`config.mk`:
```
export PLATFORM = sky130hd
export DESIGN_NAME = calc_input_stage
export DESIGN_NICKNAME = d
export VERILOG_FILES = /design/src/rtl/calc_input_stage.sv
export SDC_FILE = /design/constraint.sdc
export NUM_CORES = 1
export LEC_CHECK = 0
export CORE_MARGIN = 2
export CORE_UTILIZATION = 40
export DETAILED_ROUTE_END_ITERATION = 10
export PLACE_DENSITY = 0.7
export SYNTH_ARGS = -nofsm -noshare
export SYNTH_HDL_FRONTEND = slang
export SYNTH_SLANG_ARGS = --single-unit
export TNS_END_PERCENT = 1
```
`constraint.sdc`:
```
create_clock -name CLOCK_50 -period 3.1 [get_ports CLOCK_50]
set_input_delay 0.93 -clock CLOCK_50 [delete_from_list [all_inputs] [get_ports CLOCK_50]]
set_output_delay 0.93 -clock CLOCK_50 [all_outputs]
set_load 0.01 [all_outputs]
```
`src/rtl/calc_input_stage.sv`:
```
// calc_input_stage: conditioning front end for the 4-bit signed calculator.
// Synchronises the three active-low pushbuttons and the eight operand switches,
// debounces each key with its own counter, and on every debounced press latches
// an active-low one-hot operation code plus operands A/B for the calculator.
//
// Ports:
//   CLOCK_50  in   system clock, rising edge
//   resetn    in   asynchronous active-low reset
//   key_n     in   [2:0] raw pushbuttons, active-low, asynchronous
//   sw        in   [7:0] raw switches, [7:4] = A, [3:0] = B, asynchronous
//   op_key_n  out  [2:0] captured operation, active-low one-hot, 3'b111 = none
//   a         out  [3:0] captured operand A
//   b         out  [3:0] captured operand B
//   op_valid  out  one-cycle pulse marking a new capture
//   key_down  out  [2:0] debounced key state, active-high
module calc_input_stage #(
  parameter int unsigned DEBOUNCE_CYCLES = 500000
) (
  input  logic       CLOCK_50,
  input  logic       resetn,
  input  logic [2:0] key_n,
  input  logic [7:0] sw,
  output logic [2:0] op_key_n,
  output logic [3:0] a,
  output logic [3:0] b,
  output logic       op_valid,
  output logic [2:0] key_down
);

  // Counter only ever needs to reach DEBOUNCE_CYCLES-1, so it can never wrap.
  localparam int unsigned CntW = $clog2(DEBOUNCE_CYCLES);
  localparam logic [CntW-1:0] CntMax = CntW'(DEBOUNCE_CYCLES - 1);

  logic [2:0]      key_meta_q, ks_q;
  logic [7:0]      sw_meta_q, ss_q;
  logic [2:0]      pressed_q, pressed_d;
  logic [CntW-1:0] cnt_q [3];
  logic [CntW-1:0] cnt_d [3];
  logic [2:0]      press_evt;

  logic [2:0] op_key_n_q, op_key_n_d;
  logic [3:0] a_q, a_d, b_q, b_d;
  logic       op_valid_q, op_valid_d;

  // Two-flop synchronisers; keys idle high, switches idle low.
  always_ff @(posedge CLOCK_50 or negedge resetn) begin
    if (!resetn) begin
      key_meta_q <= 3'b111;
      ks_q       <= 3'b111;
      sw_meta_q  <= 8'h00;
      ss_q       <= 8'h00;
    end else begin
      key_meta_q <= key_n;
      ks_q       <= key_meta_q;
      sw_meta_q  <= sw;
      ss_q       <= sw_meta_q;
    end
  end

  // Debounce: count consecutive edges where the synchronised level disagrees
  // with the stable state; any agreeing edge restarts the count.
  always_comb begin
    for (int i = 0; i < 3; i++) begin
      pressed_d[i] = pressed_q[i];
      cnt_d[i]     = '0;
      if (!ks_q[i] != pressed_q[i]) begin
        if (cnt_q[i] == CntMax) begin
          pressed_d[i] = ~pressed_q[i];
        end else begin
          cnt_d[i] = cnt_q[i] + CntW'(1);
        end
      end
    end
  end

  assign press_evt = pressed_d & ~pressed_q;

  // Capture on the edge a key becomes stable-pressed; highest index wins.
  always_comb begin
    op_key_n_d = op_key_n_q;
    a_d        = a_q;
    b_d        = b_q;
    op_valid_d = 1'b0;
    if (press_evt != 3'b000) begin
      op_valid_d = 1'b1;
      a_d        = ss_q[7:4];
      b_d        = ss_q[3:0];
      if (press_evt[2]) begin
        op_key_n_d = 3'b011;
      end else if (press_evt[1]) begin
        op_key_n_d = 3'b101;
      end else begin
        op_key_n_d = 3'b110;
      end
    end
  end

  always_ff @(posedge CLOCK_50 or negedge resetn) begin
    if (!resetn) begin
      pressed_q  <= 3'b000;
      for (int i = 0; i < 3; i++) begin
        cnt_q[i] <= '0;
      end
      op_key_n_q <= 3'b111;
      a_q        <= 4'h0;
      b_q        <= 4'h0;
      op_valid_q <= 1'b0;
    end else begin
      pressed_q  <= pressed_d;
      for (int i = 0; i < 3; i++) begin
        cnt_q[i] <= cnt_d[i];
      end
      op_key_n_q <= op_key_n_d;
      a_q        <= a_d;
      b_q        <= b_d;
      op_valid_q <= op_valid_d;
    end
  end

  assign op_key_n = op_key_n_q;
  assign a        = a_q;
  assign b        = b_q;
  assign op_valid = op_valid_q;
  assign key_down = pressed_q;

endmodule
```
==> impl_metrics.tcl, run 1 <==
set metrics [dict create \
    run_status "finished clean" \
    hold_class "reg2reg" \
    cts_inserted_buffers 9 \
    worst_ep_arrival_time_ns 1.47 \
    fin_skew_ns 0.01060 \
    first_global_vias 2555 \
    setup-violations-final 0 \
    hpwl_um 4443 \
    gp_routability_congestion 0.7578 \
    crit_path_max_fanout 5 \
    grt_antenna_before_repair 0 \
    design.final.nets 389 \
    drt_iter0_drc 113 \
    floorplan.die.width_um 103.7 \
    synthArstFlopShare 1.000 \
    path_clk_slew_ns 0.09 \
    worst-path-buf-inv 1 \
    avgSynthCellArea_um2 11.70 \
    drive_above_1_share 0.1058 \
    synth_fp_nets 356 \
    period_utilization_post_route 0.7743 \
    core_area_um2 9729 \
    report.final.slew_viol_count 0 \
    cell_internal_pwr_mw 1.738 \
    seq_area_frac_synth 0.5940 \
    drt_drc_violations_left 0 \
    grt.busiest_layer "met2" \
    synthCells 340 \
    max_slew_margin 0.5216 \
    global_route_wire_length_before_repair_um 11500 \
    synth.area.top_cells "sky130_fd_sc_hd__dfrtp_1, sky130_fd_sc_hd__xor2_1, sky130_fd_sc_hd__dfstp_2" \
    vias_per_cell 4.886 \
    postLayoutCoreUtil 0.4754 \
    power_spent_charging_and_discharging_nets_mw 0.4782 \
    post_cts_resize_count 0 \
    finalWorstPathRequiredPeriod_ns 2.400 \
    timing_hold_violations_final 0 \
    first_drt_pass_iteration_count 4 \
    synthDominantAreaCellType "sky130_fd_sc_hd__dfrtp_1" \
    crit_path_top_delay_cell "sky130_fd_sc_hd__clkdlybuf4s50_1" \
    p_comb_frac 0.033 \
    critical_path_required_ns 2.17 \
    detail-route-antenna-nets 0 \
    startpoint_kind_of_the_worst_setup_timing_path "flip-flop" \
    cpLargestDelayFamily "buffers and inverters" \
    p_clk_frac 0.395 \
    gr-usage-all-layers 0.1331 \
    critical_path.max_stage_delay_ns 0.60 \
    largest_net_degree_at_the_start_of_global_routing 64 \
    grt-ovfl-total 0 \
    post-route-worst-setup-slack_ns 0.6996 \
    max-vdd-ir-drop_mv 0.2127 \
    synthDistinctLibCells 37 \
    number_of_enable_flip_flop_cells_after_synthesis 0 \
    std_cell_rows 36 \
    drt_wl_cell_um 12.97 \
    use_met1 0.1687 \
    leakage_component_of_the_power_nw 2.008 \
    setup_repair_after_global_routing_missed_its_margin "no" \
    use_met3 0.04154 \
    wirelength_um 6626 \
    number_of_warnings_issued_by_yosys 0 \
    cts_tree "yes" \
    initial_standard_cell_utilization_of_the_core 0.4090 \
    ios 28 \
    worstPathCellList "clkdlybuf4s50_1" \
    die_y_um 103.7 \
    power.sequential.fraction 0.572 \
    synthDominantCellAreaShare 0.5346 \
    areaGrowthSynthToFinish_pct 16.26 \
    synth-main-ff-cell "sky130_fd_sc_hd__dfrtp_1" \
    n_fill_cell 904 \
    cts.path.max_buffers 2 \
    insertedDiodeCount 0 \
    ctsHoldBuffers 0 \
    use_met2 0.2110 \
    cellPowerDensity_nw_per_um2 479.1 \
    cts_root_buf "sky130_fd_sc_hd__clkbuf_8" \
    setup_total_negative_slack_ns 0 \
    via_count 2497 \
    max_freq_mhz 416.6 \
    cts_htree_levels 3 \
    worst_setup_path_end_kind "primary output" \
    cts.sink_count 94 \
    criticalPathCategory "reg2out" \
    yosys_register_bits 94 \
    cap_violations 0 \
    port-buffer-count 27 \
    power_switching_share 0.2158 \
    post-cts-setup-buffers 0 \
    design.die.area_um2 10760 \
    yosysMostFrequentCell "sky130_fd_sc_hd__dfrtp_1" \
    post_synth_instance_area_um2 3979 \
    post-place-ws_ns 0.7623 \
    synth_top_cells_by_count "sky130_fd_sc_hd__dfrtp_1, sky130_fd_sc_hd__nor2_1, sky130_fd_sc_hd__xor2_1" \
    max_slew.worst_pin.slew_ns 0.7172 \
    clock_latency_ns 0.36 \
]
==> final cells by class <==
class                   instances  area [um^2]  share of cell area
flip-flops and latches         94         2364              0.5110
multi-input cells             232         1558              0.3368
repair buffers                 29        295.3             0.06384
well taps                     133        166.4             0.03598
clock buffers                  11        131.4             0.02840
clock inverters                 5        85.08             0.01839
inverters                       7        26.28            0.005680
==> metal layers <==
layer	up-vias	part of all wire
met5	-	0
met3	7	0.029
li1	1219	-
met4	0	0.020
met2	33	0.47
met1	1238	0.48
==> cell usage in the layout (no fill, tap or decap), types with 5 or more instances in the layout <==
| cell type | synthesis | routed |
|---|---|---|
| sky130_fd_sc_hd__nand3_1 | 23 | 23 |
| sky130_fd_sc_hd__and4_1 | 12 | 12 |
| sky130_fd_sc_hd__nand2_1 | 18 | 18 |
| sky130_fd_sc_hd__o21ai_0 | 5 | 5 |
| sky130_fd_sc_hd__clkbuf_8 | 0 | 9 |
| sky130_fd_sc_hd__clkdlybuf4s50_1 | 0 | 26 |
| sky130_fd_sc_hd__nand4_1 | 9 | 9 |
| sky130_fd_sc_hd__inv_1 | 7 | 7 |
| sky130_fd_sc_hd__nor2_1 | 63 | 63 |
| sky130_fd_sc_hd__xnor2_1 | 15 | 15 |
| sky130_fd_sc_hd__mux2_4 | 8 | 8 |
| sky130_fd_sc_hd__and3_1 | 6 | 6 |
| sky130_fd_sc_hd__dfstp_2 | 9 | 9 |
| sky130_fd_sc_hd__xor2_1 | 37 | 37 |
| sky130_fd_sc_hd__dfrtp_1 | 85 | 85 |
==> stage by stage <==
step                instance area (um^2)  std cells  total power, mW  hold WS, ns
finish                              4626        511            2.216       0.3519
floorplan                           3979        340            1.316       0.3312
global route                        4626        511            2.315       0.3615
global placement                    4409        495            1.367       0.3352
detailed placement                  4409        495            1.368       0.3347
CTS                                 4626        511            2.246       0.3566
==> path summary, 6_finish.rpt <==
check	startpoint	end	slack (ns)	cells after the start
hold reg to reg	sw_meta_q[1]	ss_q[1]	0.35	0
setup reg to reg	cnt_q[38]	a[0]	0.77	6
min in group asynchronous	resetn	cnt_q[55]	0.49	1
hold / removal	sw_meta_q[1]	ss_q[1]	0.35	0
setup / recovery	key_down[0]	key_down[0]	0.70	1
max in group asynchronous	resetn	ks_q[1]	1.92	2
==> state kept, by name (all words and copies together) (netlist names), 4 cells and up <==
name / cells
a: 4
b: 4
sw_meta_q: 8
cnt_q: 57
ss_q: 8
==> power groups by stage <==
stage / Sequential, mW / Combinational (mW) / Clock, mW
floorplan: 1.29 / 0.0277 / 0
global placement: 1.29 / 0.0748 / 0
detailed placement: 1.29 / 0.0756 / 0
CTS: 1.27 / 0.0760 / 0.901
global route: 1.27 / 0.0846 / 0.959
finish: 1.27 / 0.0723 / 0.875
==> cells by family (layout without fill, tap and decap cells) <==
kind of cell,Yosys count,in the layout,share of synthesized area
AOI/OAI and AO/OA,13,13,0.02453
DFF,94,94,0.5940
buffers and inverters,14,52,0.01447
xor gates and xnor gates,52,52,0.1145
and+or+nand+nor,155,155,0.2104
adders and majority gates,3,3,0.009435
muxes,9,9,0.03271
Power figures use the tool's default switching activity.
==> run 2, diff against run 1 <==
--- a/config.mk
+++ b/config.mk
@@ -8,7 +8,7 @@
 export CORE_MARGIN = 2
 export CORE_UTILIZATION = 40
 export DETAILED_ROUTE_END_ITERATION = 10
-export PLACE_DENSITY = 0.7
+export PLACE_DENSITY = 0.72
 export SYNTH_ARGS = -nofsm -noshare
 export SYNTH_HDL_FRONTEND = slang
 export SYNTH_SLANG_ARGS = --single-unit
==> constraint.sdc (replaced) <==
create_clock -name CLOCK_50 -period 2 [get_ports CLOCK_50]
set_input_delay 0.6 -clock CLOCK_50 [delete_from_list [all_inputs] [get_ports CLOCK_50]]
set_output_delay 0.6 -clock CLOCK_50 [all_outputs]
set_load 0.01 [all_outputs]
==> run 2 against run 1 <==
Against the previous run: global-route usage grew 1.0 points; via count is 5.6% higher; final area is 5.8% higher; sequential share of layout area shrank 2.8 points; core utilization is 2.8 points higher; setup slack got worse by 0.69 ns; hold slack worse by 0.26 ns; sequential power grew 54%; power is 51% higher; clock-buffer cell count fell by 2; clock power up 41%; critical path type is now reg2reg; critical endpoint is now b[2].
==> impl_metrics.tcl, run 2 (synthesis results as in run 1) <==
set metrics [dict create \
    run_status "finished clean" \
    via_count 2638 \
    cpLargestDelayFamily "simple AND/OR/NAND/NOR gates" \
    post-cts-setup-buffers 0 \
    cts_tree "yes" \
    largest_net_degree_at_the_start_of_global_routing 36 \
    drt_wl_cell_um 13.20 \
    detail-route-antenna-nets 0 \
    fin_skew_ns 0.01187 \
    setup_repair_after_global_routing_missed_its_margin "yes" \
    critical_path.max_stage_delay_ns 0.45 \
    worstRegToRegCells 6 \
    criticalPathCategory "reg2reg" \
    finalWorstPathRequiredPeriod_ns 1.995 \
    layout_common_cells "sky130_fd_sc_hd__dfrtp_1, sky130_fd_sc_hd__nor2_1, sky130_fd_sc_hd__xor2_1" \
    layout_commonest_cell "sky130_fd_sc_hd__dfrtp_1" \
    timing_hold_violations_final 0 \
    wirelength_um 7153 \
    cellPowerDensity_nw_per_um2 682.2 \
    hpwl_um 5060 \
    design.die.area_um2 10760 \
    drive_above_1_share 0.1980 \
    core_area_um2 9729 \
    worst_ep_arrival_time_ns 2.26 \
    report.final.slew_viol_count 0 \
    p_clk_frac 0.369 \
    cts.sink_count 94 \
    hold_class "in2async" \
    cap_violations 0 \
    cell_internal_pwr_mw 2.497 \
    drt_iter0_drc 135 \
    initial_standard_cell_utilization_of_the_core 0.4090 \
    floorplan.die.width_um 103.7 \
    startpoint_kind_of_the_worst_setup_timing_path "flip-flop" \
    setup-violations-final 0 \
    ctsHoldBuffers 0 \
    power_switching_share 0.2522 \
    worst-path-buf-inv 0 \
    std_cell_rows 36 \
    cts_root_buf "sky130_fd_sc_hd__clkbuf_8" \
    n_fill_cell 856 \
    path_clk_slew_ns 0.10 \
    worst_setup_path_end_kind "flip-flop" \
    postLayoutCoreUtil 0.5031 \
    biggestRegsByFlops "cnt_q (57), ss_q (8), sw_meta_q (8)" \
    worstPathCellList "ha_2, nand4_2, or4_4, nor4_4, a211oi_4, mux2_4" \
    grt_antenna_before_repair 0 \
    first_global_vias 2649 \
    die_y_um 103.7 \
    cts_inserted_buffers 9 \
    crit_path_max_fanout 8 \
    global_route_wire_length_before_repair_um 12390 \
    period_utilization_post_route 0.9973 \
    p_comb_frac 0.043 \
    grt-ovfl-total 0 \
    power_spent_charging_and_discharging_nets_mw 0.8421 \
    drt_drc_violations_left 0 \
    port-buffer-count 27 \
    crit_path_top_delay_cell "sky130_fd_sc_hd__or4_4" \
    worstSetupPathDepth 6 \
    clock_latency_ns 0.37 \
    cts_htree_levels 3 \
    worst_hold_slack_ns 0.09687 \
    first_drt_pass_iteration_count 4 \
    max_freq_mhz 501.4 \
    max_slew_margin 0.5773 \
    cts.path.max_buffers 2 \
    vias_per_cell 4.867 \
    insertedDiodeCount 0 \
    largest_register_ffs 57 \
    areaGrowthSynthToFinish_pct 23.02 \
    max_slew.worst_pin.slew_ns 0.6320 \
    post_layout_nonfiller_instances 542 \
    top_register "cnt_q" \
    ios 28 \
    leakage_component_of_the_power_nw 2.217 \
    placedCellCount 526 \
    gr-usage-all-layers 0.1432 \
    design.final.nets 420 \
    critical_path_required_ns 2.27 \
    power.sequential.fraction 0.588 \
    gp_routability_congestion 0.8098 \
    max-vdd-ir-drop_mv 0.2936 \
]
## run 2: worst reg2reg max path: stages (launching register included)
cell                       delay (ns)
sky130_fd_sc_hd__dfrtp_1         0.38
sky130_fd_sc_hd__ha_2            0.19
sky130_fd_sc_hd__nand4_2         0.11
sky130_fd_sc_hd__or4_4           0.45
sky130_fd_sc_hd__nor4_4          0.27
sky130_fd_sc_hd__a211oi_4        0.15
sky130_fd_sc_hd__mux2_4          0.34
## run 2: layer usage
metal	vias to the layer above	wire, um	global-route usage
met3	15	213	0.03147
met1	1306	3243	0.1796
li1	1282	-	-
met5	-	0	0
met2	35	3526	0.2327
met4	0	170	0.07529
## run 2: layout make-up
type                            instances  area [um^2]  share of cell area
Clock inverter                          7        72.57             0.01483
Tap cell                              133        166.4             0.03400
Inverter                                7        26.28            0.005368
Multi-Input combinational cell        232         1578              0.3223
Clock buffer                            9        123.9             0.02531
Sequential cell                        94         2366              0.4834
Timing Repair Buffer                   60        561.8              0.1148
## run 2: path summary, 6_finish.rpt
check                        startpoint     endpoint  slack, ns
setup / recovery              cnt_q[38]         b[2]      0.005
hold / removal                   resetn      ss_q[4]        0.1
setup reg to reg              cnt_q[38]         b[2]      0.005
hold reg to reg            sw_meta_q[1]      ss_q[1]       0.35
max in group asynchronous        resetn  op_key_n[2]       1.33
min in group CLOCK_50      sw_meta_q[1]      ss_q[1]       0.35
## run 2: stage by stage
stage	area, um^2	setup WS, ns	setup TNS, ns	total power, mW
floorplan	3979	-0.1405	-1.124	2.040
CTS	4883	0.002132	0	3.402
global placement	4679	-0.08094	-0.6453	2.141
finish	4895	0.005398	0	3.339
global route	4895	-0.09775	-0.6923	3.485
detailed placement	4679	-0.1178	-0.8690	2.149
## run 2: timing repair
item | 4_1_cts | 5_1_grt
gates resized for setup | 11 | 3
endpoints found under the setup margin | 13 | 9
pin swaps | 2 | 0
## run 2: power by group through the flow
stage | registers (mW) | logic [mW] | clock network [mW]
after global placement | 2.00 | 0.143 | 0
final | 1.96 | 0.144 | 1.23
after CTS | 1.96 | 0.148 | 1.29
after global routing | 1.97 | 0.165 | 1.35
after detailed placement | 2.00 | 0.148 | 0
after floorplan | 2.00 | 0.0430 | 0
